==> src/rtl/sr_pulse_gen.sv <==
// sr_pulse_gen: synchronises and debounces raw set/reset requests and turns each
// debounced rising edge into a single-cycle s or r pulse. s and r are never high together.
// Pulses are separated by a minimum low gap.
// Optional macro SR_PULSE_GEN_STATS_EN adds the drop_cnt port and its saturating merge counter.
module sr_pulse_gen #(
  parameter int unsigned DEB_CYCLES = 8,
  parameter int unsigned GAP_CYCLES = 2
) (
  input  logic       clk,
  input  logic       rst,
  input  logic       set_in,
  input  logic       reset_in,
  output logic       s,
  output logic       r,
`ifdef SR_PULSE_GEN_STATS_EN
  output logic       busy,
  output logic [7:0] drop_cnt
`else
  output logic       busy
`endif
);

  localparam logic [7:0] DEB_LAST = 8'(DEB_CYCLES - 1);
  localparam logic [7:0] GAP_LAST = (GAP_CYCLES == 0) ? 8'd0 : 8'(GAP_CYCLES - 1);

  typedef enum logic [1:0] {
    ST_IDLE  = 2'd0,
    ST_PULSE = 2'd1,
    ST_GAP   = 2'd2
  } state_t;

  // Channel index 0 = set, 1 = reset
  logic [1:0]      w_raw;
  logic [1:0]      r_sync_a;
  logic [1:0]      r_sync_b;
  logic [1:0]      r_stable;
  logic [1:0][7:0] r_deb_cnt;
  logic [1:0]      r_pend;
  logic [1:0]      w_rise;
  logic [1:0]      w_consume;
  logic            w_take_r;
  logic            w_take_s;
  state_t          r_state;
  logic [7:0]      r_gap_cnt;

  assign w_raw = {reset_in, set_in};

  // A debounced 0->1 update happens on the edge the counter hits its last value
  always_comb begin
    w_rise = 2'b00;
    for (int i = 0; i < 2; i++) begin
      w_rise[i] = r_sync_b[i] && !r_stable[i] && (r_deb_cnt[i] == DEB_LAST);
    end
  end

  // Service selection from IDLE: reset channel has priority
  assign w_take_r  = (r_state == ST_IDLE) && r_pend[1];
  assign w_take_s  = (r_state == ST_IDLE) && !r_pend[1] && r_pend[0];
  assign w_consume = {w_take_r, w_take_s};

  // Two-flop synchronisers followed by the consecutive-cycle debouncers
  always_ff @(posedge clk) begin
    if (rst) begin
      r_sync_a  <= 2'b00;
      r_sync_b  <= 2'b00;
      r_stable  <= 2'b00;
      r_deb_cnt <= '0;
    end else begin
      r_sync_a <= w_raw;
      r_sync_b <= r_sync_a;
      for (int i = 0; i < 2; i++) begin
        if (r_sync_b[i] == r_stable[i]) begin
          r_deb_cnt[i] <= 8'd0;
        end else if (r_deb_cnt[i] == DEB_LAST) begin
          r_stable[i]  <= r_sync_b[i];
          r_deb_cnt[i] <= 8'd0;
        end else begin
          r_deb_cnt[i] <= r_deb_cnt[i] + 8'd1;
        end
      end
    end
  end

  // Sticky pending flags; a new rise wins over a same-edge service
  always_ff @(posedge clk) begin
    if (rst) begin
      r_pend <= 2'b00;
    end else begin
      r_pend <= w_rise | (r_pend & ~w_consume);
    end
  end

  // Pulse/gap sequencer with registered s, r and busy
  always_ff @(posedge clk) begin
    if (rst) begin
      r_state   <= ST_IDLE;
      r_gap_cnt <= 8'd0;
      s         <= 1'b0;
      r         <= 1'b0;
      busy      <= 1'b0;
    end else begin
      case (r_state)
        ST_IDLE: begin
          if (w_take_r || w_take_s) begin
            r_state <= ST_PULSE;
            r       <= w_take_r;
            s       <= w_take_s;
            busy    <= 1'b1;
          end
        end
        ST_PULSE: begin
          s         <= 1'b0;
          r         <= 1'b0;
          r_gap_cnt <= 8'd0;
          if (GAP_CYCLES == 0) begin
            r_state <= ST_IDLE;
            busy    <= 1'b0;
          end else begin
            r_state <= ST_GAP;
          end
        end
        ST_GAP: begin
          if (r_gap_cnt == GAP_LAST) begin
            r_state <= ST_IDLE;
            busy    <= 1'b0;
          end else begin
            r_gap_cnt <= r_gap_cnt + 8'd1;
          end
        end
        default: begin
          r_state <= ST_IDLE;
          s       <= 1'b0;
          r       <= 1'b0;
          busy    <= 1'b0;
        end
      endcase
    end
  end

`ifdef SR_PULSE_GEN_STATS_EN
  logic [1:0] w_merge;
  logic [1:0] w_drop_inc;
  logic [8:0] w_drop_sum;
  logic [7:0] r_drop_cnt;

  assign w_merge    = w_rise & r_pend & ~w_consume;
  assign w_drop_inc = {1'b0, w_merge[0]} + {1'b0, w_merge[1]};
  assign w_drop_sum = {1'b0, r_drop_cnt} + 9'(w_drop_inc);
  assign drop_cnt   = r_drop_cnt;

  // Saturating count of requests merged into an already pending one
  always_ff @(posedge clk) begin
    if (rst) begin
      r_drop_cnt <= 8'd0;
    end else begin
      r_drop_cnt <= w_drop_sum[8] ? 8'hFF : w_drop_sum[7:0];
    end
  end
`endif

endmodule

==> config.mk <==
export PLATFORM = sky130hd
export DESIGN_NAME = sr_pulse_gen
export DESIGN_NICKNAME = d
export VERILOG_FILES = /design/src/rtl/sr_pulse_gen.sv
export SDC_FILE = /design/constraint.sdc
export NUM_CORES = 1
export LEC_CHECK = 0
export ABC_AREA = 1
export CELL_PAD_IN_SITES_DETAIL_PLACEMENT = 0
export CELL_PAD_IN_SITES_GLOBAL_PLACEMENT = 1
export CORE_ASPECT_RATIO = 1.5
export CORE_MARGIN = 2
export CORE_UTILIZATION = 39
export CTS_CLUSTER_DIAMETER = 120
export DETAILED_ROUTE_END_ITERATION = 10
export GPL_TIMING_DRIVEN = 0
export PLACE_DENSITY_LB_ADDON = 0.1
export SYNTH_ARGS = -nofsm -noshare
export SYNTH_HDL_FRONTEND = slang
export SYNTH_SLANG_ARGS = --single-unit
==> constraint.sdc <==
create_clock -name clk -period 1.04 [get_ports clk]
set_input_delay 0.208 -clock clk [delete_from_list [all_inputs] [get_ports clk]]
set_output_delay 0.208 -clock clk [all_outputs]
set_load 0.1 [all_outputs]
==> results of run 1 <==
registers in the layout, summed over array words and instances (netlist names):
register / flops
busy: 1
r: 1
r_deb_cnt: 16
r_gap_cnt: 8
r_pend: 2
r_stable: 2
r_state: 2
r_sync_a: 2
r_sync_b: 2
s: 1
layout by cell type, fill, tap and decap left out, drive strengths merged:
cell type and instances:
xor2 6, clkinvlp 1, clkdlybuf4s50 3, bufinv 1, buf 14, nor3 3
dfxtp 37, clkbuf 9, a31oi 1, nand3b 4, nand4 4, nor4 1
clkinv 1, nand2 52, ha 6, inv 35, a21oi 19, nor2 34
o21ai 6, nand3 20
worst max-delay path, cell delays in order (launching register included):
cell and delay [ns]:
dfxtp_4 0.36, inv_2 0.06, ha_4 0.12, nand2_2 0.04, nor2_2 0.09, nand2_2 0.11, nand2_4 0.13, nand3_2 0.08
a21oi_2 0.13
stage by stage:
stage / instance area (um^2) / hold slack [ns] / TNS (ns)
after floorplan: 1760 / 0.315 / -0.394
after global placement: 1880 / 0.390 / -11.78
after detailed placement: 1880 / 0.399 / -11.94
after CTS: 2210 / 0.410 / -2.59
after global routing: 2370 / 0.418 / -4.71
final: 2370 / 0.404 / -2.32
metal layers:
layer  track usage (%)  part of all wire (%)
met4              7.61                   1.9
met3              3.24                   1.9
met2              28.6                    55
met5                 0                     0
met1              15.7                    41
path summary, 6_finish.rpt:
check                           slack [ns]                        end                      start  depth (start not counted)
worst max-delay path                 -0.15  r_gap_cnt[2]$_SDFFE_PP0P_  r_gap_cnt[1]$_SDFFE_PP0P_                          8
worst min-delay path                  0.40     r_sync_b[0]$_SDFF_PP0_     r_sync_a[0]$_SDFF_PP0_                          2
worst max register to register       -0.15  r_gap_cnt[2]$_SDFFE_PP0P_  r_gap_cnt[1]$_SDFFE_PP0P_                          8
worst min register to register        0.40     r_sync_b[0]$_SDFF_PP0_     r_sync_a[0]$_SDFF_PP0_                          2
where the power goes:
group,internal (uW),switching [uW],total (uW),leakage (uW)
combinational,31.6,44.2,75.7,0.000530
clock,599,509,1110,0.0000542
sequential,1410,7.06,1420,0.000310
timing repair:
| action | 4_1_cts | 5_1_grt |
|---|---|---|
| cloned | 1 | 0 |
| buffers inserted | 4 | 7 |
| endpoints found under the setup margin | 40 | 35 |
| pin swaps | 10 | 17 |
| gates resized for setup | 68 | 33 |
kinds of logic (layout without fill, tap and decap cells):
family / Yosys count / after routing / share of synthesized area (%)
AOI/OAI and AO/OA: 26 / 26 / 8.01
xor gates and xnor gates: 6 / 6 / 3.11
adders and majority gates: 6 / 6 / 4.45
buffers and inverters: 39 / 64 / 8.82
DFF: 37 / 37 / 43.9
and+or+nand+nor: 117 / 118 / 31.7
layout make-up:
cell class | count | area (um^2)
plain buffers | 2 | 10.0
clock buffers | 7 | 96.3
clock inverters | 1 | 5.00
fillers | 411 | 1840
inverters | 37 | 161
multi-input cells | 156 | 1080
flip-flops and latches | 37 | 776
well taps | 46 | 57.6
repair buffers | 17 | 180
==> out/results.tsv, run 1 <==
stage	metric	value	unit
drt	route.vias.total	1477	
placed_design	port_buffers	6	
critical_path	start_kind	flop	
drt	drc	0	
sta	rsz0062_at_grt	true	
cts	cts-root-buf	clkbuf_8	
sta	period_minus_slack	1.19	ns
drt	vias_per_cell	4.87	
sta	fmax	838	MHz
cts	clkTransAtPathRegs	0.07	ns
critical_path	path_max_fanout	5	
cts	insertion_delay	0.29	ns
grt	grt_pass1_vias	1400	
placed_design	placed_cells	283	
drt	firstDrtPassIters	4	
sta	hold_violations	0	
synthesis	synthDistinctLibCells	24	
pwr	p_total	2600	uW
finish	utilization	56.3	%
drt	routed_wl	3470	um
finish	diodes	0	
synthesis	yosysSeqAreaShare	43.9	%
synthesis	synth_top_flop_cell	dfxtp_1	
synthesis	synth_edf_count	0	
grt	grt_max_degree	12	
synthesis	synth.top_cell.area_share	43.9	%
sta	fin_ws	-0.153	ns
floorplanning	rows	29	
cts	htree_levels	2	
floorplanning	die-area	0.00488	mm^2
synthesis	synth_area_leaders	dfxtp_1, nand2_1, inv_1	
synthesis	synth-seq-cells	37	
placed_design	place.gp.congestion	0.778	
cts	cts_buffer_depth	2	
synthesis	netlist_area	0.00169	mm^2
floorplanning	die_h	84.6	um
synthesis	ys_warn_count	0	
floorplanning	coreArea	0.00421	mm^2
drt	wl_per_cell	11.5	um
cts	hold_buffers	0	
placed_design	dp_hpwl	2270	um
synthesis	synth.largest_area_cell	dfxtp_1	
cts	cts_buffers	5	
sta	tightest_slew	0.306	ns
grt	grt_pass1_wl	5840	um
critical_path	end_kind	flop	
finish	fin_cells	303	
critical_path	critPathArrivalTime	1.41	ns
finish	area_growth	40.3	%
synthesis	syn-instance-count	231	
cts	clock-sinks	37	
drt	drt_first_iter_violations	38	
floorplanning	die_x	57.7	um
pwr	p_leak	0.000894	uW
run_status	outcome	finished, violations left	
sta	period_share	115	%
synthesis	syn_area_per_cell	7.31	um^2
job	maxCapViolations	0	
synthesis	synth_top_cells_by_count	nand2_1, dfxtp_1, inv_1	
critical_path	critPathKind	reg2reg	
finish	fin_nets	266	
critical_path	crit_required	1.26	ns
run_status	violations	negative setup slack	
synthesis	yosysMostFrequentCell	nand2_1	
synthesis	ys_async_sr_fraction	0	%
grt	grt_overflow	0	
sta	setup-violations-final	30	
min_path	hold_path_class	reg2reg	
pwr	ir_worst_vdd	0.000860	V
floorplanning	pin_count	7	
synthesis	synth_fp_nets	241	
sta	clock_skew	0.00407	ns
drt	ant_nets	0	
placed_design	pre_cts_slack	-0.600	ns
floorplanning	initial_core_util	40.1	%
grt	grt_use_total	15.4	%
pwr	powerDensity	1100	mW/mm^2
grt	antenna_found_initial	0	
finish	drive_above_1_share	40.1	%
cts	cts_tree	done	
sta	relSlewSlack	79.6	%
sta	slew_viol_final	0	
Note: power is estimated with default switching activity, not from simulation.
==> run 2, diff against run 1 <==
--- a/config.mk
+++ b/config.mk
@@ -12,6 +12,7 @@
 export CORE_MARGIN = 2
 export CORE_UTILIZATION = 39
 export CTS_CLUSTER_DIAMETER = 120
+export CTS_CLUSTER_SIZE = 16
 export DETAILED_ROUTE_END_ITERATION = 10
 export GPL_TIMING_DRIVEN = 0
 export PLACE_DENSITY_LB_ADDON = 0.1
==> results of run 2 <==
Same layout as run 1: the final DEF is identical, and so are final timing and power.
